File: src/rtl/jogador_automatico_pkg.sv
// Shared state codes, LED codes and button helper for the automatic player.
package jogador_automatico_pkg;

  typedef enum logic [4:0] {
    INICIAL    = 5'd0,
    PULSO      = 5'd1,
    ESPERA_LED = 5'd2,
    LED_ACESO  = 5'd3,
    SILENCIO   = 5'd4,
    PRESSIONA  = 5'd5,
    SOLTA      = 5'd6,
    FIM        = 5'd7
  } estado_t;

  localparam logic [2:0] LED_APAGADO = 3'd0;
  localparam logic [2:0] LED_MAX     = 3'd4;

  // Code 0 shifts the bit out, so it maps to no button.
  function automatic logic [3:0] botao_de(input logic [2:0] codigo);
    botao_de = 4'b0001 << (codigo - 3'd1);
  endfunction

endpackage

File: src/rtl/jogador_automatico_memoria_passos.sv
// Step memory: synchronous write, combinational read.
module memoria_passos
  import jogador_automatico_pkg::*;
#(
  parameter int MAX_PASSOS = 16,
  parameter int AW = 4
) (
  input  logic          clock,
  input  logic          we,
  input  logic [AW-1:0] wr_addr,
  input  logic [2:0]    wr_data,
  input  logic [AW-1:0] rd_addr,
  output logic [2:0]    rd_data
);

  logic [2:0] mem [MAX_PASSOS];

  always_ff @(posedge clock) begin
    if (we) mem[wr_addr] <= wr_data;
  end

  assign rd_data = mem[rd_addr];

endmodule

File: src/rtl/jogador_automatico.sv
// Automatic memory-game player: records each displayed round, replays it.
// Optional JOGADOR_ERRO_EN adds input errar to miss the last step on purpose.
module jogador_automatico
  import jogador_automatico_pkg::*;
#(
  parameter int T_SILENCIO = 200,
  parameter int T_PRESS    = 10,
  parameter int T_SOLTA    = 10,
  parameter int MAX_PASSOS = 16
) (
  input  logic       clock,
  input  logic       reset,
  input  logic       habilita,
  input  logic [2:0] leds,
  input  logic       pronto,
  input  logic       ganhou,
  input  logic       perdeu,
`ifdef JOGADOR_ERRO_EN
  input  logic       errar,
`endif
  output logic       jogar,
  output logic [3:0] botoes,
  output logic       venceu,
  output logic       erro_captura,
  output logic [3:0] db_tamanho,
  output logic [4:0] db_estado
);

  localparam int IW = $clog2(MAX_PASSOS + 1);
  localparam int AW = (MAX_PASSOS > 1) ? $clog2(MAX_PASSOS) : 1;
  localparam int SW = $clog2(T_SILENCIO + 1);
  localparam int TM = (T_PRESS > T_SOLTA) ? T_PRESS : T_SOLTA;
  localparam int TW = $clog2(TM + 1);

  localparam logic [IW-1:0] UM        = IW'(1);
  localparam logic [IW-1:0] CHEIO     = IW'(MAX_PASSOS);
  localparam logic [SW-1:0] SIL_FIM   = SW'(T_SILENCIO - 1);
  localparam logic [TW-1:0] PRESS_FIM = TW'(T_PRESS);
  localparam logic [TW-1:0] SOLTA_FIM = TW'(T_SOLTA);

  estado_t       estado;
  logic [IW-1:0] wr_idx;
  logic [IW-1:0] rd_idx;
  logic [IW-1:0] len;
  logic [SW-1:0] sil_cnt;
  logic [TW-1:0] tmr;

  logic          acende;
  logic          valido;
  logic          cheio;
  logic          captura;
  logic          we;
  logic [IW-1:0] rd_prox;
  logic [AW-1:0] rd_addr;
  logic [2:0]    rd_data;
  logic [3:0]    botao_reg;
  logic [3:0]    botao_sel;

  assign acende  = leds != LED_APAGADO;
  assign valido  = leds <= LED_MAX;
  assign cheio   = wr_idx == CHEIO;
  assign captura = acende && !pronto &&
                   (estado == ESPERA_LED || estado == SILENCIO);
  assign we      = captura && valido && !cheio;
  assign rd_prox = rd_idx + UM;
  // Address of the step about to be pressed: 0 on replay start.
  assign rd_addr = (estado == SILENCIO) ? '0 : AW'(rd_prox);
  assign botao_reg = botao_de(rd_data);

`ifdef JOGADOR_ERRO_EN
  logic [IW-1:0] alvo;
  logic          ultimo;
  assign alvo   = (estado == SILENCIO) ? wr_idx : len;
  assign ultimo = rd_addr == AW'(alvo - UM);
  assign botao_sel = (errar && ultimo) ?
                     {botao_reg[2:0], botao_reg[3]} : botao_reg;
`else
  assign botao_sel = botao_reg;
`endif

  memoria_passos #(
    .MAX_PASSOS(MAX_PASSOS),
    .AW(AW)
  ) u_mem (
    .clock(clock),
    .we(we),
    .wr_addr(wr_idx[AW-1:0]),
    .wr_data(leds),
    .rd_addr(rd_addr),
    .rd_data(rd_data)
  );

  always_ff @(posedge clock or posedge reset) begin
    if (reset) begin
      estado       <= INICIAL;
      wr_idx       <= '0;
      rd_idx       <= '0;
      len          <= '0;
      sil_cnt      <= '0;
      tmr          <= '0;
      jogar        <= 1'b0;
      botoes       <= '0;
      venceu       <= 1'b0;
      erro_captura <= 1'b0;
    end else if (pronto && estado != INICIAL) begin
      estado <= FIM;
      jogar  <= 1'b0;
      botoes <= '0;
      venceu <= ganhou & ~perdeu;
    end else begin
      jogar <= 1'b0;
      unique case (estado)
        INICIAL: begin
          botoes <= '0;
          if (habilita) begin
            estado       <= PULSO;
            jogar        <= 1'b1;
            venceu       <= 1'b0;
            erro_captura <= 1'b0;
          end
        end
        PULSO: begin
          wr_idx <= '0;
          estado <= ESPERA_LED;
        end
        ESPERA_LED: begin
          if (captura) begin
            if (!valido || cheio) erro_captura <= 1'b1;
            else wr_idx <= wr_idx + UM;
            estado <= LED_ACESO;
          end
        end
        LED_ACESO: begin
          if (!acende) begin
            sil_cnt <= SW'(1);
            estado  <= SILENCIO;
          end
        end
        SILENCIO: begin
          if (captura) begin
            if (!valido || cheio) erro_captura <= 1'b1;
            else wr_idx <= wr_idx + UM;
            sil_cnt <= '0;
            estado  <= LED_ACESO;
          end else if (sil_cnt == SIL_FIM) begin
            len    <= wr_idx;
            rd_idx <= '0;
            if (wr_idx == '0) begin
              estado <= ESPERA_LED;
            end else begin
              botoes <= botao_sel;
              tmr    <= TW'(1);
              estado <= PRESSIONA;
            end
          end else begin
            sil_cnt <= sil_cnt + SW'(1);
          end
        end
        PRESSIONA: begin
          if (tmr == PRESS_FIM) begin
            botoes <= '0;
            tmr    <= TW'(1);
            estado <= SOLTA;
          end else begin
            tmr <= tmr + TW'(1);
          end
        end
        SOLTA: begin
          if (tmr == SOLTA_FIM) begin
            rd_idx <= rd_prox;
            if (rd_prox == len) begin
              wr_idx <= '0;
              estado <= ESPERA_LED;
            end else begin
              botoes <= botao_sel;
              tmr    <= TW'(1);
              estado <= PRESSIONA;
            end
          end else begin
            tmr <= tmr + TW'(1);
          end
        end
        FIM: begin
          if (!habilita) estado <= INICIAL;
        end
        default: estado <= INICIAL;
      endcase
    end
  end

  assign db_estado  = estado;
  assign db_tamanho = (wr_idx == '0) ? 4'd0 : 4'(wr_idx - UM);

endmodule
File: config.mk
export PLATFORM = sky130hd
export DESIGN_NAME = jogador_automatico
export DESIGN_NICKNAME = d
export VERILOG_FILES = /design/src/rtl/jogador_automatico_pkg.sv /design/src/rtl/jogador_automatico_memoria_passos.sv /design/src/rtl/jogador_automatico.sv
export SDC_FILE = /design/constraint.sdc
export NUM_CORES = 1
export LEC_CHECK = 0
export BUFFER_PORTS_ARGS = -buffer_cell sky130_fd_sc_hd__buf_2
export CORE_MARGIN = 8
export CORE_UTILIZATION = 35
export CTS_CLUSTER_DIAMETER = 80
export DETAILED_ROUTE_END_ITERATION = 7
export SKIP_CTS_REPAIR_TIMING = 1
export SLEW_MARGIN = 20
export SYNTH_ARGS = -nofsm -noshare
export SYNTH_HDL_FRONTEND = slang
export SYNTH_SLANG_ARGS = --single-unit
File: constraint.sdc
create_clock -name clock -period 2.35 [get_ports clock]
set_input_delay 0.5875 -clock clock [delete_from_list [all_inputs] [get_ports clock]]
set_output_delay 0.5875 -clock clock [all_outputs]
set_load 0.005 [all_outputs]
# Word-level counts from Yosys, hierarchy flattened
# Memory sizes are Yosys's and may differ from the RTL's.
# Index checks and enable logic that the tools add are counted.
# Widths: inputs -> output; s select.
[totals] inputBits=9 rom_bits=0 regBits=39 out_inout_bits=16 latch_bits=0 n_memories=1 mem_bits_rw=48
[memory_table] name="u_mem.mem" words=16 word_bits=3 rd=1 rd_clocked_by_memory_dff=0 write_ports=1 line_no="jogador_automatico_memoria_passos.sv:16" text="logic [2:0] mem [MAX_PASSOS];"
[classes] order_cmp=1 multipliers=0 reduce_logical=32 eq_ne=34 muxes=53 n_div=0 bitwise_logic=4 shift=1 n_addsub=6
[ops] cell="$mux 5" count=16
[ops] cell="$mux 4" count=15
[ops] cell="$pmux 5 s8" count=1
[ops] cell="$ne 3x3->1 const B" count=9
[ops] cell="$mux 8" count=3
[ops] cell="$eq 5x3->1 const B" count=4
[ops] cell="$pmux 4 s4" count=1
[ops] cell="$pmux 8 s2" count=1
[ops] cell="$pmux 5 s3" count=1
[ops] cell="$ne 2x2->1 const B" count=7
[ops] cell="$reduce_and 7->1" count=2
[ops] cell="$pmux 4 s3" count=1
[ops] cell="$reduce_and 6->1" count=2
[ops] cell="$add 5x1->5 const B" count=2
[ops] cell="$eq 5x2->1 const B" count=2
[ops] cell="$logic_not 5->1" count=2
[ops] cell="$mux 1" count=10
[ops] cell="$pmux 5 s2" count=1
[ops] cell="$reduce_and 5->1" count=2
[ops] cell="$reduce_bool 2->1" count=5
[ops] cell="$reduce_bool 5->1" count=2
[ops] cell="$reduce_bool 3->1" count=3
[ops] cell="$add 8x1->8 const B" count=1
[ops] cell="$eq 8x8->1 const B" count=1
[ops] cell="23 further kinds" count=37

# Logic depth before layout (Yosys ltp)
# Gate-level depths: netlist of the first run.
# An unclocked memory read counts as a cell.
[depth] word_depth=10 mapped_depth=9 ltp_nobuf=8

# By module
# Synthesis of the first run repeated with hierarchy kept, for this count alone.
[hier_totals] hier_cells=390 hier_area_um2=4585.6
[modules_own_cells] module="jogador_automatico" n_inst=1 area_per_inst_um2=2633.8 seq_area_each_um2=925.9 cells_per_inst=290
[modules_own_cells] module="memoria_passos" n_inst=1 area_per_inst_um2=1951.9 seq_area_each_um2=1441.4 cells_per_inst=100

# Least setup slack after synthesis of the first run
# Ideal clock, no wire load.
[synth_path] path_kind="register to register" startpoint="register rd_idx[1]" endpoint="register wr_idx[0]" path_buffers=1 setup_ps=125 slack_ps=232 arrival_ps=1993 stages_incl_launch_ff=9 cell_sequence="dfrtp_1 ha_1 clkbuf_1 xor2_1 nor2_1 nand4_2 o21ai_0 nand2_1 mux2_2"
[synth_via] elab_chain_cells=4
[synth_rtl] item="from (decl)" line_no="jogador_automatico.sv:43" text="logic [IW-1:0] rd_idx;"
[synth_rtl] item="from (signal assigned)" line_no="jogador_automatico.sv:170" text="rd_idx <= rd_prox;"
[synth_rtl] item="$add 5x1->5" line_no="jogador_automatico.sv:65" text="assign rd_prox = rd_idx + UM;"
[synth_rtl] item="$eq 5x5->1" line_no="jogador_automatico.sv:171" text="if (rd_prox == len) begin"
[synth_rtl] item="$ne 2x2->1 (no line)"
[synth_rtl] item="$reduce_and 6->1 (no line)"
[synth_rtl] item="to (signal assigned)" line_no="jogador_automatico.sv:129" text="else wr_idx <= wr_idx + UM;"
[synth_rtl] item="to (signal assigned)" line_no="jogador_automatico.sv:142" text="else wr_idx <= wr_idx + UM;"
[synth_rtl] item="to (decl)" line_no="jogador_automatico.sv:42" text="logic [IW-1:0] wr_idx;"
# No other way between the ends.
# A chain may end at the register's enable or synchronous reset.

# Worst setup path in the final report of the first run
[layout_path] startpoint="register wr_idx[0]" endpoint="output db_tamanho[3]"
[layout_via] elab_chain_cells=2
[layout_rtl] item="$sub 4x1->4 / $logic_not 5->1 (equally long branches)" line_no="jogador_automatico.sv:192" text="assign db_tamanho = (wr_idx == '0) ? 4'd0 : 4'(wr_idx - UM);"
[layout_rtl] item="$mux 4 *" line_no="jogador_automatico.sv:192"
[layout_rtl] item="to (decl)" line_no="jogador_automatico.sv:25" text="output logic [3:0] db_tamanho,"
# Mark *: on every way between the ends. The rest lies on a longest branch, timed or not.

==> metrics.log, run 1 <==
INFO  metric outcome = complete, no violations
INFO  metric compound_gate_fraction_of_synth_area = 0.168
INFO  metric power_density = 1120 mW/mm^2
INFO  metric period_minus_slack = 2.24 ns
INFO  metric cp_slowest_cell = sky130_fd_sc_hd__dfrtp_1
INFO  metric synthDistinctLibCells = 73
INFO  metric final.fill_count = 1265
INFO  metric critical_path.n_buffers_inverters = 3
INFO  metric post_synth_mux_area_share = 0.0433
INFO  metric yosys_register_bits = 85
INFO  metric required_time_worst_endpoint = 1.76 ns
INFO  metric initial_antenna_violation_count = 0
INFO  metric rows = 42
INFO  metric combinationalPowerShare = 0.473
INFO  metric timing_worst_setup_path_type = flip-flop to primary output
INFO  metric floorplan.initialDensity = 0.353
INFO  metric clock_tree.root_cell = sky130_fd_sc_hd__clkbuf_16
INFO  metric placement.io_buffers = 22
INFO  metric fraction_of_final_layout_cells_sized_beyond_drive_strength_1 = 0.259
INFO  metric arrival = 1.66 ns
INFO  metric post_layout_nonfiller_instances = 674
INFO  metric critical_path.endpoint = db_tamanho[3]
INFO  metric timing.final.hold_violations = 0
INFO  metric hold_class = primary input to asynchronous set/reset pin
INFO  metric worst-slew-pin-transition = 0.508 ns
INFO  metric p_clk_frac = 0.228
INFO  metric vias_per_cell = 5.36
INFO  metric synth.yosys.warnings = 0
INFO  metric worst_setup_hold_path_clk_slew = 0.06 ns
INFO  metric first_pass_grt_wire_length = 18.0 mm
INFO  metric layout.core_utilization = 0.432
INFO  metric asyncSetResetFlopFracSynth = 0.435
INFO  metric grt_remaining_overflow = 0
INFO  metric post_drt_wl_per_cell = 16.7 um
INFO  metric die_area = 0.0171 sq mm
INFO  metric final.setup_skew = 0.00484 ns
INFO  metric power_frac_seq = 0.299
INFO  metric synth-edff-count = 48
INFO  metric post_route_drc_violation_count = 0
INFO  metric timing.critical_path.cells = inv_1 -> ha_2 -> nor4b_4 -> buf_4 -> nor2_1 -> buf_2
INFO  metric layout-area-overhead-vs-synth = 22.4%
INFO  metric core_area = 0.0130 sq mm
INFO  metric timing.critical_path.from = wr_idx[0]
INFO  metric dominant_combinational_cell_family_by_area_after_synthesis = simple AND/OR/NAND/NOR gates
INFO  metric max_slew_headroom = 0.658
INFO  metric regToRegSetupSlack = 0.12 ns
INFO  metric first_global_vias = 3418
INFO  metric max-clock-path-buffers = 2
INFO  metric p_leak = 2.19 nW
INFO  metric post_synth_top_flop = sky130_fd_sc_hd__edfxtp_1
INFO  metric clk_latency = 0.35 ns
INFO  metric sw_frac_of_total = 0.384
INFO  metric post-route-period-util = 0.955
INFO  metric path_depth = 6
INFO  metric gr-usage-all-layers = 0.138
INFO  metric htree_num_levels = 3
INFO  metric worst-r2r-cell-count = 8
INFO  metric net_switching = 2.41 mW
INFO  metric reg2reg_from = wr_idx[0]
INFO  metric synthesis.instances = 428
INFO  metric maxCapViolations = 0
INFO  metric finalMaxSlewViolations = 0
INFO  metric fmax = 0.446 GHz
INFO  metric timing.final.setup_violations = 0
INFO  metric layout.nets = 510
INFO  metric gp_congestion = 0.834
INFO  metric dieWidth = 131 um
INFO  metric placed_cells_incl_taps = 659
INFO  metric critPathTopFamily = buffers and inverters
INFO  metric tritoncts = yes
INFO  metric cell_internal_pwr = 3.87 mW
INFO  metric cts_sinks = 85
INFO  metric ys_seq_area_frac = 0.515
INFO  metric die_height = 131 um
INFO  metric setup.worst_path.end_class = primary output
INFO  metric start_kind = flip-flop
INFO  metric post_synth.cell_area_avg = 10.7 sq um
INFO  metric dp_hpwl = 8.16 mm
INFO  metric grt_max_degree = 38
INFO  metric ioPinCount = 25
INFO  metric final_critical_path_setup_slack = 0.106 ns
INFO  metric yosys.area_share.simple = 0.188
INFO  metric total_power = 6.28 mW
INFO  metric iteration_0_drc_count_of_the_detailed_router = 256
INFO  metric routed_wirelength = 11.2 mm
INFO  metric place_worst_setup_slack = -0.170 ns
INFO  metric synth.cell_area = 0.00460 sq mm
INFO  metric vias = 3611
INFO  metric numCtsBuffers = 9
INFO  metric worstPathMaxFanout = 4
INFO  metric synth_xor_xnor_area_share = 0.0299
INFO  metric reg2reg_to = botoes[0]
INFO  metric yosys.area_share.adder = 0.0191
INFO  metric drt_pass1_iterations = 5
INFO  metric vdd_drop_max = 0.438 mV
INFO  metric critPathMaxStageDelay = 0.38 ns
INFO  metric insertedDiodeCount = 0
INFO  metric ant_nets_after_route = 0
==> sequential cells by signal (all words and copies together), names as in the netlist <==
signal / flops
tmr: 4
db_estado: 3
botoes: 4
sil_cnt: 8
len: 5
u_mem.mem: 48
jogar: 1
venceu: 1
wr_idx: 5
erro_captura: 1
rd_idx: 5
==> worst min path at each step <==
stage / end / slack (ns) / depth (start not counted) / startpoint
2_1_floorplan: sil_cnt[7] / 0.44 / 1 / sil_cnt[7]
3_3_place_gp: sil_cnt[7] / 0.49 / 1 / sil_cnt[7]
3_5_place_dp: sil_cnt[6] / 0.49 / 1 / sil_cnt[6]
4_1_cts: jogar / 0.36 / 3 / reset
5_1_grt: tmr[3] / 0.40 / 3 / reset
6_report: tmr[3] / 0.36 / 3 / reset
==> kinds of logic after synthesis <==
logic type               count (synthesis)
AND/OR/NAND/NOR                        161
other                                    1
multiplexers                            14
adder cells (fa/ha/maj)                  7
flip-flops                              85
XOR/XNOR                                14
AO/OA/AOI/OAI                          110
buffers and inverters                   36
==> stage by stage <==
stage               TNS [ns]  instance area [sq um]  hold slack [ns]
finish                     0                   5630            0.356
global route        -0.00396                   5630            0.400
CTS                   -0.765                   5560            0.362
detailed placement     -2.02                   5260            0.489
global placement       -1.61                   5260            0.485
floorplan                  0                   4600            0.443
==> cell usage after synthesis (all sizes together), types with 11 or more instances <==
cell type | instances | share of area
nor3 | 17 | 0.021
dfrtp | 37 | 0.20
nor2 | 34 | 0.028
buf | 13 | 0.017
nand3 | 20 | 0.024
edfxtp | 48 | 0.31
o21ai | 37 | 0.041
inv | 11 | 0.0090
a21oi | 20 | 0.022
nand2b | 12 | 0.016
clkbuf | 12 | 0.010
nand2 | 31 | 0.025
==> cell type report <==
class / count / area (sq um) / area share
well taps: 176 / 220 / 0.0391
repair buffers: 79 / 571 / 0.101
clock inverters: 6 / 71.3 / 0.0127
multi-input cells: 308 / 2130 / 0.379
clock buffers: 9 / 225 / 0.0400
flip-flops and latches: 85 / 2370 / 0.421
inverters: 11 / 41.3 / 0.00734
==> worst min-delay path, stage by stage <==
cell and delay [ns]:
sky130_fd_sc_hd__buf_2 0.09, sky130_fd_sc_hd__inv_1 0.04, sky130_fd_sc_hd__buf_4 0.43
==> metal layers <==
metal	wire length, um	track usage	up-vias
li1	-	-	1739
met1	5200	0.178	1774
met2	5240	0.219	85
met3	557	0.0248	13
met4	244	0.0702	0
met5	0	0	-
==> power groups by stage <==
stage               Combinational, mW  Sequential (mW)  Clock [mW]
detailed placement               2.87             1.90           0
global placement                 2.83             1.89           0
floorplan                        1.86             1.88           0
finish                           2.97             1.88        1.43
CTS                              2.88             1.87        1.46
global route                     3.24             1.91        1.52
==> cell usage in the layout, fill, tap and decap left out, drive strengths merged, types with 5 or more instances in the layout <==
master   n
a211oi   7
a21oi   20
a31oi    5
and3     7
buf     79
clkbuf   9
dfrtp   37
edfxtp  48
ha       7
inv     13
mux2i    6
nand2   31
nand2b  12
nand3   20
nand4    9
nor2    34
nor2b    6
nor3    17
o211ai   5
o21ai   37
o22ai    6
o31ai    6
xnor2    9
Power figures use the tool's default switching activity.
==> run 2, diff against run 1 <==
Settings changed: CORE_ASPECT_RATIO set to 1.25.
==> run 2 against run 1 <==
Net effect:
- setup slack got worse by 0.0055 ns
- largest cell class unchanged
- critical endpoint unchanged
- power grew 0.13%
- via count is essentially flat
- highest routed layer unchanged
==> metrics.log, run 2 (synthesis results as in run 1) <==
INFO  metric outcome = complete, no violations
INFO  metric grt_max_degree = 38
INFO  metric rsz0062_at_grt = false
INFO  metric vdd_drop_max = 0.503 mV
INFO  metric start_kind = flip-flop
INFO  metric gr-usage-all-layers = 0.141
INFO  metric worst_setup_hold_path_clk_slew = 0.07 ns
INFO  metric die_area = 0.0171 sq mm
INFO  metric die_height = 144 um
INFO  metric max_slew_headroom = 0.645
INFO  metric placement.io_buffers = 22
INFO  metric max-clock-path-buffers = 2
INFO  metric finalMaxSlewViolations = 0
INFO  metric period_minus_slack = 2.25 ns
INFO  metric ant_nets_after_route = 0
INFO  metric timing_worst_setup_path_type = flip-flop to primary output
INFO  metric post_drt_wl_per_cell = 17.4 um
INFO  metric first_pass_grt_wire_length = 19.0 mm
INFO  metric initial_antenna_violation_count = 0
INFO  metric floorplan.initialDensity = 0.352
INFO  metric final.setup_skew = 0.00924 ns
INFO  metric largest_registers = u_mem.mem x48, sil_cnt x8
INFO  metric timing.final.hold_violations = 0
INFO  metric insertedDiodeCount = 0
INFO  metric drt_pass1_iterations = 4
INFO  metric dp_hpwl = 8.77 mm
INFO  metric power_density = 1110 mW/mm^2
INFO  metric fmax = 0.444 GHz
INFO  metric numCtsBuffers = 9
INFO  metric first_global_vias = 3626
INFO  metric gp_congestion = 0.886
INFO  metric final.fill_count = 1262
INFO  metric hold_class = primary input to asynchronous set/reset pin
INFO  metric clk_latency = 0.34 ns
INFO  metric vias = 3613
INFO  metric p_leak = 2.22 nW
INFO  metric routed_wirelength = 11.7 mm
INFO  metric placed_cells_incl_taps = 654
INFO  metric largest_reg_flops = 48
INFO  metric final_layout_worst_hold_slack = 0.362 ns
INFO  metric layout-area-overhead-vs-synth = 22.8%
INFO  metric htree_num_levels = 3
INFO  metric fraction_of_final_layout_cells_sized_beyond_drive_strength_1 = 0.274
INFO  metric worstPathMaxFanout = 4
INFO  metric timing.final.setup_violations = 0
INFO  metric maxCapViolations = 0
INFO  metric cts_sinks = 85
INFO  metric clock_tree.root_cell = sky130_fd_sc_hd__clkbuf_16
INFO  metric core_area = 0.0131 sq mm
INFO  metric vias_per_cell = 5.35
INFO  metric worst-slew-pin-transition = 0.527 ns
INFO  metric required_time_worst_endpoint = 1.76 ns
INFO  metric rows = 47
INFO  metric top_register = u_mem.mem
INFO  metric post_layout_nonfiller_instances = 675
INFO  metric dieWidth = 119 um
INFO  metric post-route-period-util = 0.957
INFO  metric tritoncts = yes
INFO  metric layout.core_utilization = 0.433
INFO  metric arrival = 1.66 ns
INFO  metric grt_remaining_overflow = 0
INFO  metric ioPinCount = 25
INFO  metric iteration_0_drc_count_of_the_detailed_router = 234
INFO  metric setup.worst_path.end_class = primary output
INFO  metric layout_common_cells = sky130_fd_sc_hd__buf_4 (59), sky130_fd_sc_hd__edfxtp_1 (48), sky130_fd_sc_hd__dfrtp_1 (35)
INFO  metric final_common_cell = sky130_fd_sc_hd__buf_4
INFO  metric post_route_drc_violation_count = 0
INFO  metric layout.nets = 515
## run 2: changes by cell type in the layout (fill, tap and decap cells not counted), moves of 2 or more
cell	change
sky130_fd_sc_hd__dfrtp_1	-2
sky130_fd_sc_hd__buf_4	+6
sky130_fd_sc_hd__dfrtp_2	+2
sky130_fd_sc_hd__inv_8	+2
## run 2: through the flow
step	setup TNS [ns]	power, mW	cell area (sq um)	setup slack (ns)
floorplan	0	3.74	4600	0.232
global placement	-0.0895	4.69	5240	-0.0263
detailed placement	-0.0168	4.75	5240	-0.00957
CTS	-1.55	6.17	5540	-0.394
global route	0	6.66	5650	0.000164
finish	0	6.29	5650	0.100
## run 2: per-layer routing
metal / GRT usage / part of all wire / vias to the layer above
met2: 0.260 / 0.53 / 68
met5: 0 / 0 / -
met3: 0.0297 / 0.026 / 18
met4: 0.0467 / 0.024 / 0
met1: 0.158 / 0.42 / 1782
li1: - / - / 1745
## run 2: final timing paths
kind                            depth (start not counted)       start  slack, ns       endpoint
worst max-delay path                                    7   wr_idx[1]       0.10  db_tamanho[3]
worst min register to register                          1   botoes[3]       0.49      botoes[3]
min in group clock                                      1   botoes[3]       0.49      botoes[3]
max in group asynchronous                               3       reset       1.62      wr_idx[1]
worst max register to register                          7  sil_cnt[0]       0.15      botoes[1]
worst min-delay path                                    3       reset       0.36     sil_cnt[7]
## run 2: worst max-delay path: stages (launching register included)
cell and delay (ns):
sky130_fd_sc_hd__dfrtp_2 0.40, sky130_fd_sc_hd__inv_1 0.07, sky130_fd_sc_hd__ha_1 0.17, sky130_fd_sc_hd__buf_4 0.13, sky130_fd_sc_hd__nor4b_4 0.22, sky130_fd_sc_hd__buf_4 0.17
sky130_fd_sc_hd__nor2_1 0.04, sky130_fd_sc_hd__buf_2 0.12
## run 2: power breakdown
| group | switching (mW) | internal (mW) | leakage, nW |
|---|---|---|---|
| Clock | 0.662 | 0.750 | 0.143 |
| Sequential | 0.192 | 1.73 | 0.919 |
| Combinational | 1.63 | 1.34 | 1.16 |
| Total | 2.48 | 3.81 | 2.22 |
## run 2: final cells by class
cell class                      count  area, sq um  share of cell area
Multi-Input combinational cell    308         2130               0.377
Clock buffer                        9          225              0.0399
Timing Repair Buffer               84          596               0.105
Sequential cell                    85         2370               0.420
Tap cell                          171          214              0.0379
Clock inverter                      7         72.6              0.0129
Inverter                           11         41.3             0.00731
